==> src/rtl/scan_mux_if.sv <==
// rtl/scan_mux_if.sv - load, select and serial-bit port bundle for scan_mux
interface scan_mux_if #(
  parameter int WIDTH = 36,
  parameter int SEL_W = 6
);
  logic             load_valid;
  logic             load_ready;
  logic [WIDTH-1:0] load_data;
  logic             mode;
  logic [SEL_W-1:0] sel;
  logic [SEL_W-1:0] scan_start;
  logic [SEL_W-1:0] scan_last;
  logic             step;
  logic             y;
  logic             y_valid;
  logic             scan_done;

  modport master (
    output load_valid, load_data, mode, sel, scan_start, scan_last, step,
    input  load_ready, y, y_valid, scan_done
  );

  modport slave (
    input  load_valid, load_data, mode, sel, scan_start, scan_last, step,
    output load_ready, y, y_valid, scan_done
  );
endinterface

==> src/rtl/scan_mux.sv <==
// rtl/scan_mux.sv - double-buffered registered bit selector with auto-scan
module scan_mux #(
  parameter int WIDTH = 36,
  parameter int SEL_W = 6
) (
  input  logic       clk,
  input  logic       rst_n,
  scan_mux_if.slave  bus
);
  typedef enum logic {EMPTY, ACTIVE} state_t;

  localparam logic [SEL_W-1:0] TOP_IDX = SEL_W'(WIDTH - 1);
  localparam logic [WIDTH-1:0] ONE     = WIDTH'(1);

  state_t           state_q, state_d;
  logic [WIDTH-1:0] shadow_q, active_q;
  logic             shadow_full_q;
  logic [SEL_W-1:0] idx_q, last_q;
  logic             y_q, y_valid_q, scan_done_q;

  logic             accept, retire, promote, advance;
  logic             y_d, y_valid_d;
  logic             sel_bit, idx_bit;
  logic [SEL_W-1:0] last_in, idx_next;

  // Mask-and-reduce gives 0 for any index past WIDTH-1 without a range compare.
  assign sel_bit  = |(active_q & (ONE << bus.sel));
  assign idx_bit  = |(active_q & (ONE << idx_q));
  assign last_in  = (bus.scan_last > TOP_IDX) ? TOP_IDX : bus.scan_last;
  assign idx_next = (idx_q == TOP_IDX) ? '0 : idx_q + SEL_W'(1);

  always_ff @(posedge clk or negedge rst_n) begin
    if (!rst_n) begin
      state_q <= EMPTY;
    end else begin
      state_q <= state_d;
    end
  end

  always_comb begin
    state_d = state_q;
    case (state_q)
      EMPTY:   if (shadow_full_q) state_d = ACTIVE;
      ACTIVE:  if (retire && !shadow_full_q) state_d = EMPTY;
      default: state_d = EMPTY;
    endcase
  end

  always_comb begin
    accept    = bus.load_valid && !shadow_full_q;
    retire    = 1'b0;
    advance   = 1'b0;
    y_d       = y_q;
    y_valid_d = y_valid_q;
    if (state_q == ACTIVE) begin
      if (!bus.mode) begin
        y_d       = sel_bit;
        y_valid_d = 1'b1;
        retire    = bus.step;
      end else if (bus.step) begin
        y_d       = idx_bit;
        y_valid_d = 1'b1;
        if (idx_q == last_q) retire  = 1'b1;
        else                 advance = 1'b1;
      end
    end else begin
      y_d       = 1'b0;
      y_valid_d = 1'b0;
    end
    promote = shadow_full_q && ((state_q == EMPTY) || retire);
  end

  always_ff @(posedge clk or negedge rst_n) begin
    if (!rst_n) begin
      shadow_q      <= '0;
      shadow_full_q <= 1'b0;
      active_q      <= '0;
      idx_q         <= '0;
      last_q        <= '0;
      y_q           <= 1'b0;
      y_valid_q     <= 1'b0;
      scan_done_q   <= 1'b0;
    end else begin
      if (accept) shadow_q <= bus.load_data;
      // Promotion only happens with the shadow full, so it never races an accept.
      if (promote)     shadow_full_q <= 1'b0;
      else if (accept) shadow_full_q <= 1'b1;
      if (promote) begin
        active_q <= shadow_q;
        idx_q    <= bus.scan_start;
        last_q   <= last_in;
      end else if (advance) begin
        idx_q    <= idx_next;
      end
      y_q         <= y_d;
      y_valid_q   <= y_valid_d;
      scan_done_q <= retire;
    end
  end

  assign bus.load_ready = !shadow_full_q;
  assign bus.y          = y_q;
  assign bus.y_valid    = y_valid_q;
  assign bus.scan_done  = scan_done_q;
endmodule

==> src/flat_wrapper.sv <==
// flat-port wrapper written by rule: the top's interface ports become plain ports
module scan_mux_flat 
#(
  parameter int WIDTH = 36,
  parameter int SEL_W = 6
)
  (clk, rst_n, bus_load_valid, bus_load_data, bus_mode, bus_sel, bus_scan_start, bus_scan_last, bus_step, bus_load_ready, bus_y, bus_y_valid, bus_scan_done);
  scan_mux_if #(.WIDTH(WIDTH), .SEL_W(SEL_W)) bus_i ();
  input  logic clk;
  input  logic rst_n;
  input wire logic [$bits(bus_i.load_valid)-1:0] bus_load_valid;
  input wire logic [$bits(bus_i.load_data)-1:0] bus_load_data;
  input wire logic [$bits(bus_i.mode)-1:0] bus_mode;
  input wire logic [$bits(bus_i.sel)-1:0] bus_sel;
  input wire logic [$bits(bus_i.scan_start)-1:0] bus_scan_start;
  input wire logic [$bits(bus_i.scan_last)-1:0] bus_scan_last;
  input wire logic [$bits(bus_i.step)-1:0] bus_step;
  output wire logic [$bits(bus_i.load_ready)-1:0] bus_load_ready;
  output wire logic [$bits(bus_i.y)-1:0] bus_y;
  output wire logic [$bits(bus_i.y_valid)-1:0] bus_y_valid;
  output wire logic [$bits(bus_i.scan_done)-1:0] bus_scan_done;
  assign bus_i.load_valid = bus_load_valid;
  assign bus_i.load_data = bus_load_data;
  assign bus_i.mode = bus_mode;
  assign bus_i.sel = bus_sel;
  assign bus_i.scan_start = bus_scan_start;
  assign bus_i.scan_last = bus_scan_last;
  assign bus_i.step = bus_step;
  assign bus_load_ready = bus_i.load_ready;
  assign bus_y = bus_i.y;
  assign bus_y_valid = bus_i.y_valid;
  assign bus_scan_done = bus_i.scan_done;
  scan_mux #(.WIDTH(WIDTH), .SEL_W(SEL_W)) u_core (.clk(clk), .rst_n(rst_n), .bus(bus_i));
endmodule
==> config.mk <==
export PLATFORM = sky130hd
export DESIGN_NAME = scan_mux_flat
export DESIGN_NICKNAME = d
export VERILOG_FILES = /design/src/rtl/scan_mux_if.sv /design/src/rtl/scan_mux.sv /design/src/flat_wrapper.sv
export SDC_FILE = /design/constraint.sdc
export NUM_CORES = 1
export LEC_CHECK = 0
export ABC_CLOCK_PERIOD_IN_PS = 3750
export CAP_MARGIN = 20
export CELL_PAD_IN_SITES_DETAIL_PLACEMENT = 0
export CELL_PAD_IN_SITES_GLOBAL_PLACEMENT = 2
export CORE_UTILIZATION = 39
export DETAILED_ROUTE_END_ITERATION = 16
export GPL_TIMING_DRIVEN = 0
export PLACE_DENSITY = 0.94
export RECOVER_POWER = 50
export SYNTH_ARGS = -nofsm -noshare
export SYNTH_HDL_FRONTEND = slang
export SYNTH_SLANG_ARGS = --single-unit
==> constraint.sdc <==
create_clock -name clk -period 3.75 [get_ports clk]
set_input_delay 0.5625 -clock clk [delete_from_list [all_inputs] [get_ports clk]]
set_output_delay 0.5625 -clock clk [all_outputs]
set_load 0.05 [all_outputs]
; ---- Word-level counts from Yosys, hierarchy flattened
; Index checks and enable logic that the tools add are counted.
[word_totals]
register_bits = 89
[classes]
n_addsub = 1
n_lt_le_gt_ge = 1
shifts = 2
n_reduce_logical = 9
bitwise = 3
mux = 23
eq_ne = 3
[ops]
columns = operator, count
row1 = bitwise AND 36 bit, 2
row2 = OR reduction 36 bit, 2
row3 = left shift 1 x 6 -> 36 bit (first input constant), 2
row4 = two-way mux 6 bit, 4
row5 = two-way mux 1 bit, 18
row6 = adder 6 x 1 -> 6 bit (second input constant), 1
row7 = == test 6 bit, 1
row8 = == test 6 bit (second input constant), 1
row9 = > comparator 6 bit (second input constant), 1
row10 = nonzero test 2 bit, 2
row11 = logical AND 1 bit, 3
row12 = inequality test 3 bit (second input constant), 1
row13 = case mux 1 bit (2 select lines), 1
row14 = logical NOT 1 bit, 1
row15 = logical OR 1 bit, 1
row16 = inverter 1 bit, 1

; ---- Depth between registers and ports, before layout
[depth]
word_depth = 8
depth_mapped = 8
ltp_nobuf = 7

; ---- Least setup slack after synthesis
; OpenSTA, ideal clock, no wires.
[synth_path]
path_type = input port to flip-flop
from = input bus_sel[1]
to = register u_core.y_q, in the netlist u_core.bus.y
path_stages = 5
setup_time_ns = 0.122
setup_slack_ns = 1.610
t_required_ns = 3.628
arrival_time_ns = 2.018
path_cell_list = mux2_4 a221o_1 and3_1 or4_1 a32o_1
[synth_via]
elab_chain_cells = 5
[synth_lines]
columns = item, line
row1 = from (decl), flat_wrapper.sv:14  ; input wire logic [$bits(bus_i.sel)-1:0] bus_sel;
row2 = left shift 1 x 6 -> 36 bit, scan_mux.sv:27  ; assign sel_bit = |(active_q & (ONE << bus.sel));
row3 = bitwise AND 36 bit, scan_mux.sv:27
row4 = OR reduction 36 bit, scan_mux.sv:27
row5 = two-way mux 1 bit, scan_mux.sv:56  ; if (!bus.mode) begin
row6 = two-way mux 1 bit, scan_mux.sv:55  ; if (state_q == ACTIVE) begin
row7 = to (signal assigned), scan_mux.sv:95  ; y_q <= y_d;
row8 = to (decl), scan_mux.sv:19  ; logic y_q, y_valid_q, scan_done_q;
; No other way between the ends.
; A chain may end at the register's enable or synchronous reset.

; ---- Worst setup path in the final report
[layout_path]
from = input bus_sel[3]
to = register u_core.y_q, in the netlist u_core.bus.y
; The elaborated chain is that of the path after synthesis.

==> impl_metrics.py <==
metrics = {
    "timing": {
        "worstMarginPinSlew_ps": 2490,
        "period_share": 0.685,
        "max_freq_mhz": 389,
        "skew_ps": 11.2,
        "setup_viol": 0,
        "setup_tns_ps": 0,
        "layout_min_cycle_time_ps": 2570,
        "slew_headroom": -0.660,
        "rsz0062_at_grt": "no",
        "report.final.slew_viol_count": 46,
        "hold_viol": 0,
        "hold_ws_ps": 493,
    },
    "grt": {
        "antenna_found_initial": 0,
        "grt.met1_usage": 0.250,
        "use_met2": 0.297,
        "grtUsageMet3": 0.0327,
        "grt_pass1_vias": 3168,
        "grt_max_degree": 47,
        "grt_overflow": 0,
        "grt.busiest_layer": "met2",
        "grtUsageTotal": 0.185,
        "grt_pass1_wl_um": 16400,
    },
    "floorplanning": {
        "die_y_um": 108,
        "die_w_um": 108,
        "dieArea_um2": 11600,
        "core-area_um2": 10900,
        "initial_utilization": 0.402,
        "rows": 38,
        "ios": 63,
    },
    "cts": {
        "post-cts-setup-buffers": 0,
        "htree_num_levels": 3,
        "cts_tree": "done",
        "root_buffer": "clkbuf_8",
        "cts.clk_slew.worst_paths_ps": 90,
        "cts.path.max_buffers": 2,
        "holdBufCountCts": 0,
        "worstSkewPairLatency_ps": 350,
        "cts.sinks": 89,
        "cts_buffers": 9,
        "cts_resized": 0,
    },
    "synthesis": {
        "synthArstFlopShare": 1.00,
        "ys_warn_count": 0,
        "postSynthAreaPerCell_um2": 12.1,
        "synth-seq-cells": 89,
        "synth_area_um2": 4370,
        "synth_cell_types": 59,
        "syn_inst": 361,
        "ys_seq_area_frac": 0.509,
        "synth.net_count": 426,
        "yosys_most_used_dff": "dfrtp_1",
        "synth-edff-count": 0,
    },
    "route": {
        "drtIter0Drc": 120,
        "first_pass_iters": 4,
        "drc": 0,
        "avgViaCountPerCell": 5.38,
        "ant_nets": 0,
        "wire_per_inst_um": 17.0,
        "totalWireLength_um": 9820,
        "num_vias": 3116,
    },
    "final_layout": {
        "regArea_um2": 2230,
        "multi_input_area_um2": 2010,
        "layout-drive-gt1-share": 0.153,
        "final.fill_count": 1020,
        "antenna_cells": 0,
        "area_growth_pct": 22.8,
        "nets": 499,
        "stdcell_area_um2": 5370,
    },
    "critical_path": {
        "slowest_stage": "clkdlybuf4s50_1",
        "arrival_ps": 2810,
        "startpoint_type": "input port",
        "cp.required_ps": 3990,
        "cp_max_fo": 10,
        "crit_family": "buffers and inverters",
        "critical-path-max-stage-delay_ps": 510,
        "cp-end-kind": "flip-flop",
        "reg2regPathDepth": 7,
        "crit_chain": "clkdlybuf4s50_1 > clkbuf_1 > buf_1 > and4b_1 > o32ai_1 > nand4_1 > a32o_1",
        "critPathBufInv": 3,
        "criticalPathCategory": "in2reg",
        "cp.depth": 7,
    },
    "placement": {
        "dpl.hpwl_um": 7250,
        "gp_congestion": 0.867,
        "portBuffers": 61,
        "placed_area_um2": 5180,
    },
    "worst_hold_path": {
        "hold_depth": 1,
        "hold_path_class": "reg2reg",
    },
    "power_and_ir_drop": {
        "ir_drop_mv": 0.311,
        "leakage_nw": 2.22,
        "power_per_cell_area_nw_per_um2": 752,
    },
    "outcome": {
        "status": "complete, but fails checks",
        "violations": "max-capacitance violations, max-slew violations",
    },
    "flow_run": {
        "cap_violations": 1,
    },
}
[final timing paths]
path | slack (ps) | endpoint | from
worst max-delay path | 1180 | u_core.bus.y$_DFFE_PN0P_ | bus_sel[3]
worst min-delay path | 490 | u_core.active_q[28]$_DFFE_PN0P_ | u_core.shadow_q[28]$_DFFE_PN0P_
worst max register to register | 1340 | u_core.idx_q[2]$_DFFE_PN0P_ | u_core.idx_q[0]$_DFFE_PN0P_
worst min register to register | 490 | u_core.active_q[28]$_DFFE_PN0P_ | u_core.shadow_q[28]$_DFFE_PN0P_
max in group asynchronous | 1370 | u_core.idx_q[2]$_DFFE_PN0P_ | rst_n
min in group asynchronous | 960 | u_core.shadow_q[16]$_DFFE_PN0P_ | rst_n
[logic make-up after synthesis]
kind of cell | share of synthesized area
mux | 0.227
xor+xnor | 0.0140
fa+ha+maj | 0.0172
buf+inv | 0.0292
compound gates | 0.105
simple gates | 0.0987
flops | 0.509
[state kept, by name, indices dropped and copies added (netlist names)]
signal                cells
u_core.bus.y              1
u_core.shadow_q          36
u_core.idx_q              6
u_core.active_q          36
u_core.bus.scan_done      1
u_core.state_q            1
u_core.bus.y_valid        1
u_core.shadow_full_q      1
u_core.last_q             6
[where the power goes]
part           leakage, nW  switching [W]  internal, W  total (W)
clock network       0.0966       0.000344     0.000331   0.000676
logic                 1.08       0.000754     0.000795    0.00155
registers             1.04       0.000365      0.00145    0.00181
[final cells by class]
class / count / area share
multi-input cells: 242 / 0.375
flip-flops and latches: 89 / 0.415
clock buffers: 11 / 0.0263
repair buffers: 62 / 0.116
well taps: 140 / 0.0326
inverters: 8 / 0.00559
plain buffers: 22 / 0.0182
clock inverters: 5 / 0.0116
[cells in the final DEF (no fill, tap or decap), drive strengths merged, types with 7 or more instances in the layout]
cell           count
o21ai             15
buf               13
nand3b             7
nand2b             7
clkdlybuf4s50     59
mux2              75
clkbuf            22
nand3              7
nand2             14
dfrtp             89
a21oi             10
inv               10
nor2              14
mux2i             12
[routing by layer]
layer | vias to the layer above | wire length (µm)
li1 | 1483 | -
met1 | 1542 | 4530
met2 | 77 | 4680
met3 | 14 | 472
met4 | 0 | 141
met5 | - | 0
[stage by stage]
stage / cells / util / total power (W) / setup slack [ps]
final: 579 / 0.493 / 0.00404 / 1180
after global routing: 579 / 0.493 / 0.00434 / 841
after CTS: 579 / 0.494 / 0.00408 / 1230
after detailed placement: 563 / 0.476 / 0.00340 / 857
after global placement: 562 / 0.474 / 0.00334 / -1010
after floorplan: 361 / - / 0.00288 / 1610
[synthesized netlist by cell type (all sizes together) (2+ instances only)]
| library cell | n | area share |
|---|---|---|
| nand2 | 14 | 0.012 |
| a21oi | 10 | 0.011 |
| inv | 8 | 0.0069 |
| nor2b | 4 | 0.0057 |
| dfrtp | 89 | 0.51 |
| o211ai | 3 | 0.0051 |
| nor4 | 3 | 0.0057 |
| nand3b | 7 | 0.012 |
| nand3 | 7 | 0.0080 |
| nor3b | 2 | 0.0034 |
| a21o | 2 | 0.0034 |
| xor2 | 6 | 0.012 |
| a211oi | 4 | 0.0069 |
| nand4 | 2 | 0.0029 |
| buf | 12 | 0.014 |
| nand2b | 7 | 0.010 |
| a222oi | 4 | 0.0092 |
| nor2 | 14 | 0.012 |
| a21boi | 2 | 0.0034 |
| clkbuf | 10 | 0.0086 |
| mux2 | 75 | 0.19 |
| mux2i | 12 | 0.027 |
| ha | 6 | 0.017 |
| a22oi | 6 | 0.010 |
| and3 | 4 | 0.0057 |
| o21ai | 15 | 0.017 |
| o22ai | 3 | 0.0043 |
| and4b | 4 | 0.0092 |
| a31oi | 2 | 0.0029 |
| o31a | 2 | 0.0040 |
No activity file was read; power rests on OpenSTA's default activity.
